--- config.mk ---
export PLATFORM = sky130hd
export DESIGN_NAME = dot_accumulator
export DESIGN_NICKNAME = d
export VERILOG_FILES = /design/src/rtl/dot_accumulator.sv
export SDC_FILE = /design/constraint.sdc
export NUM_CORES = 1
export LEC_CHECK = 0
export ABC_AREA = 1
export BUFFER_PORTS_ARGS = -buffer_cell sky130_fd_sc_hd__buf_2
export CAP_MARGIN = 10
export CORE_UTILIZATION = 60
export DETAILED_ROUTE_END_ITERATION = 10
export PLACE_DENSITY = 0.79
export RECOVER_POWER = 50
export SKIP_LAST_GASP = 1
export SYNTH_ARGS = -nofsm -noshare
export SYNTH_HDL_FRONTEND = slang
export SYNTH_SLANG_ARGS = --single-unit
--- constraint.sdc ---
create_clock -name clk_i -period 17.9 [get_ports clk_i]
set_input_delay 3.58 -clock clk_i [delete_from_list [all_inputs] [get_ports clk_i]]
set_output_delay 3.58 -clock clk_i [all_outputs]
set_load 0.03 [all_outputs]
--- src/rtl/dot_accumulator.sv ---
// Pipelined signed dot product accumulated over beats until s_last_i; DOT_ACC_SAT_EN selects saturating accumulation.
// Latency: last beat accepted at edge N -> m_valid_o high after edge N+2.
// Backpressure: s_ready_o low from the last beat until the result handshake; the result holds while m_ready_i is low.
module dot_accumulator #(
    parameter int IN_SIZE_0 = 4,
    parameter int IN_SIZE_1 = 8,
    parameter int NUM_LANES = 8,
    parameter int ACC_W     = IN_SIZE_0 + IN_SIZE_1 + 16
) (
    input  logic                        clk_i,
    input  logic                        rst_i,
    input  logic                        s_valid_i,
    output logic                        s_ready_o,
    input  logic                        s_last_i,
    input  logic signed [IN_SIZE_0-1:0] in_0_i [0:NUM_LANES-1],
    input  logic signed [IN_SIZE_1-1:0] in_1_i [0:NUM_LANES-1],
    output logic                        m_valid_o,
    input  logic                        m_ready_i,
    output logic signed [ACC_W-1:0]     m_data_o,
    output logic                        m_ovf_o
);
    localparam int PROD_W = IN_SIZE_0 + IN_SIZE_1;
    localparam int SUM_W  = PROD_W + $clog2(NUM_LANES);
    localparam logic signed [ACC_W-1:0] ACC_MAX = {1'b0, {(ACC_W-1){1'b1}}};
    localparam logic signed [ACC_W-1:0] ACC_MIN = {1'b1, {(ACC_W-1){1'b0}}};

    typedef enum logic [1:0] {ACC, DRAIN, HOLD} state_t;

    state_t state;
    logic   accept;

    logic                        s1_vld;
    logic                        s1_last;
    logic signed [IN_SIZE_0-1:0] s1_a [0:NUM_LANES-1];
    logic signed [IN_SIZE_1-1:0] s1_b [0:NUM_LANES-1];

    logic signed [PROD_W-1:0]    prod [0:NUM_LANES-1];
    logic signed [SUM_W-1:0]     tree;

    logic                        s2_vld;
    logic                        s2_last;
    logic signed [SUM_W-1:0]     s2_sum;

    logic signed [ACC_W-1:0]     acc;
    logic signed [ACC_W-1:0]     addend;
    logic signed [ACC_W-1:0]     sum_nxt;
    logic                        ovf_now;
    logic                        ovf;
    logic                        first;

    assign accept = s_valid_i && s_ready_o;

    always_ff @(posedge clk_i) begin
        if (rst_i) begin
            s1_vld  <= 1'b0;
            s1_last <= 1'b0;
        end else begin
            s1_vld <= accept;
            if (accept) begin
                s1_last <= s_last_i;
                s1_a    <= in_0_i;
                s1_b    <= in_1_i;
            end
        end
    end

    // Operands are widened to PROD_W before multiplying so the most negative pair stays exact.
    always_comb begin
        tree = '0;
        for (int i = 0; i < NUM_LANES; i++) begin
            prod[i] = PROD_W'(s1_a[i]) * PROD_W'(s1_b[i]);
            tree    = tree + SUM_W'(prod[i]);
        end
    end

    always_ff @(posedge clk_i) begin
        if (rst_i) begin
            s2_vld  <= 1'b0;
            s2_last <= 1'b0;
            s2_sum  <= '0;
        end else begin
            s2_vld <= s1_vld;
            if (s1_vld) begin
                s2_last <= s1_last;
                s2_sum  <= tree;
            end
        end
    end

    assign addend  = ACC_W'(s2_sum);
    assign sum_nxt = acc + addend;
    assign ovf_now = (acc[ACC_W-1] == addend[ACC_W-1]) && (sum_nxt[ACC_W-1] != acc[ACC_W-1]);

    always_ff @(posedge clk_i) begin
        if (rst_i) begin
            acc   <= '0;
            ovf   <= 1'b0;
            first <= 1'b1;
        end else if (s2_vld) begin
            first <= 1'b0;
            if (first) begin
                acc <= addend;
                ovf <= 1'b0;
            end else begin
                ovf <= ovf | ovf_now;
`ifdef DOT_ACC_SAT_EN
                if (ovf_now) acc <= addend[ACC_W-1] ? ACC_MIN : ACC_MAX;
                else         acc <= sum_nxt;
`else
                acc <= sum_nxt;
`endif
            end
        end else if (m_valid_o && m_ready_i) begin
            first <= 1'b1;
        end
    end

    // Pipeline is empty in HOLD, so a beat and a handshake never coincide.
    always_ff @(posedge clk_i) begin
        if (rst_i) begin
            state     <= ACC;
            s_ready_o <= 1'b1;
            m_valid_o <= 1'b0;
        end else begin
            case (state)
                ACC: if (accept && s_last_i) begin
                    state     <= DRAIN;
                    s_ready_o <= 1'b0;
                end
                DRAIN: if (s2_vld && s2_last) begin
                    state     <= HOLD;
                    m_valid_o <= 1'b1;
                end
                HOLD: if (m_ready_i) begin
                    state     <= ACC;
                    m_valid_o <= 1'b0;
                    s_ready_o <= 1'b1;
                end
                default: begin
                    state     <= ACC;
                    s_ready_o <= 1'b1;
                    m_valid_o <= 1'b0;
                end
            endcase
        end
    end

    assign m_data_o = acc;
    assign m_ovf_o  = ovf;
endmodule

==> reports/qor.txt <==
status: finished, violations left
failing checks: capacitance limit, slew limit
leading area contributor after synthesis: fa_1
critical path buffer and inverter count: 3
# hold bufs at CTS: 0
latest clock arrival within the worst-skew pair: 450 ps
CP cell instances: clkbuf_1 > nor2_4 > clkbuf_1 > buf_4
crit path max-delay cell type: clkbuf_1
Worst Setup End Kind: flop
clk sinks: 149
Routed WL: 43200 um
Detail Placement HPWL: 36200 um
vias in the first global route: 14700
total congestion overflow: 0
1st-iter DRT viols: 857
I/O Buffers: 131
Reg2Reg Depth: 26
final setup fails: 0
Final Hold Fails: 0
total negative setup slack: 0 ps
Die Span Y: 175 um
Hold Crit Class: reg -> reg
top post-synthesis cells by area: fa_1, edfxtp_1, inv_1, nand2_1, ha_1
clock slew at reported path FFs: 60 ps
DIE AREA: 30500 um^2
Slew Limit Headroom: -77.4%
worst hold endpoint: m_ovf_o
GRT Util Overall: 30.6%
IO Count: 132
pin count of the biggest net entering global routing: 50
CP peak stage delay: 1890 ps
CTS tree: done
RSZ-0062 raised after global routing: no
Final Slew Violations: 50
flop2flop setup slack: 11120 ps
syn nets: 2615
hold depth: 2
Ys Warns: 0
clock root cell: clkbuf_16
core area: 29000 um^2
antenna violations before repair: 0
post-synthesis cell type count: 35
Worst Path Required: 17980 ps
Max Cap Viol: 1
Worst Setup Path Type: in -> reg
num rows: 62
fin crit share: 39.4%
WP data arrival: 7130 ps
delay-heaviest family, CP: buffers and inverters
drt pass-1 iters: 5
DR WL/cell: 16.5 um
number of flops mapped to enable cells by yosys: 96
Mapped Area: 17900 um^2
CTS Buffer Depth: 2
hold_sp: m_ovf_o
DRT antenna net count: 0
maximum clock frequency: 142 MHz
# diodes: 0
Worst Path Max Fanout: 49
min Tclk post-route: 7050 ps
worst reg2reg path endpoint: s2_sum[14]
Synth Flop Type: edfxtp_1
Yosys reg bits: 149
initial core utilization: 61.7%
htree depth: 4
CP most frequent cell: clkbuf_1
Worst-Margin Slew: 2660 ps
drc violations: 0
Vias: 13500
Resized Gates After CTS: 0
first-pass GRT wire length: 71000 um
GPL Wtd Cong: 0.921
CTS Buf Count: 17
asr flop ratio synth: 0%
Clock Skew: 11.2 ps
post-CTS setup buffer count: 0
Startpoint Class: input port
reg-to-reg critical path startpoint: s1_a[31]
syn_area_per_cell: 8.51 um^2
Seq/Total Area, Yosys: 22.0%
DR vias/cell: 5.18
layout cells sized above 1: 10.2%
Die W: 175 um
Final nets: 2726
Synth Instances: 2104
Layout Area Growth over Synthesis: 8.93%
share of the synthesized area in the top cell type: 35.1%
## Yosys cell counts, drive strengths merged (8+ instances only)
| master | number |
|---|---|
| nand3 | 72 |
| clkbuf | 39 |
| or2 | 24 |
| fa | 314 |
| ha | 96 |
| edfxtp | 96 |
| nand2 | 480 |
| dfxtp | 53 |
| inv | 638 |
| nor3 | 8 |
| a21oi | 69 |
| o21ai | 49 |
| nand4 | 11 |
| xor2 | 21 |
| nor2 | 97 |
## sequential cells by signal (all words and copies together) (netlist names)
register   count
first          1
m_data_o      28
m_ovf_o        1
m_valid_o      1
s1_a          32
s1_b          64
s1_last        1
s1_vld         1
s2_last        1
s2_sum        15
s2_vld         1
s_ready_o      1
state          2
## stage by stage
stage	cell area (um^2)	utilization [%]	std cells	setup WS (ps)	hold WS, ps
6_report	19500	67.2	2612	10850	447
2_1_floorplan	17900	-	2104	9340	440
5_1_grt	19500	67.2	2612	10630	478
3_5_place_dp	18900	65.2	2580	11180	441
3_3_place_gp	18900	65.2	2580	11170	441
4_1_cts	19500	67.3	2612	11130	451
## area by class of cell
cell class,count,area [um^2]
Timing Repair Buffer,136,681
Sequential cell,149,3940
Tap cell,384,480
Multi-Input combinational cell,1272,11400
Clock buffer,21,440
Clock inverter,11,159
Inverter,639,2400
Fill cell,2382,9510
## how the worst max path moves through the flow
stage / start / endpoint / slack (ps) / cells past startpoint
2_1_floorplan: rst_i / s1_a[0] / 9340 / 3
3_3_place_gp: s1_a[31] / s2_sum[14] / 11170 / 26
3_5_place_dp: s1_a[31] / s2_sum[14] / 11180 / 26
4_1_cts: s1_a[31] / s2_sum[14] / 11130 / 26
5_1_grt: rst_i / s1_b[57] / 10630 / 4
6_report: rst_i / s1_b[56] / 10850 / 4
## tightest hold or removal path, stage by stage (launching register included)
cell	delay, ps
dfxtp_1	310
inv_1	40
a21oi_1	50
## routing by layer
layer | track usage (%) | wire [um]
met5 | 0 | 0
met4 | 15.8 | 2200
met1 | 35.5 | 16500
met2 | 55.1 | 22400
met3 | 4.13 | 2050
## layout by cell type, fill, tap and decap left out, types with 12 or more instances in the layout
cell,synthesis,layout
a21oi_1,68,68
buf_2,3,124
clkbuf_1,39,12
clkbuf_16,0,17
dfxtp_1,53,53
edfxtp_1,96,96
fa_1,314,314
ha_1,96,96
inv_1,619,619
inv_2,19,19
nand2_1,471,471
nand3_1,67,67
nor2_1,86,85
o21ai_0,43,43
or2_2,23,23
xor2_1,21,21
## logic make-up after synthesis
logic type | count (synthesis) | synth area share (%)
flip-flops | 149 | 22.0
XOR/XNOR | 28 | 1.37
buffers and inverters | 683 | 14.3
AND/OR/NAND/NOR | 699 | 16.5
adder cells (fa/ha/maj) | 410 | 41.8
AO/OA/AOI/OAI | 135 | 3.98
Power is left out: the tool's default activity adds up to more than one toggle a clock period on the data nets, which glitch-free logic cannot reach.
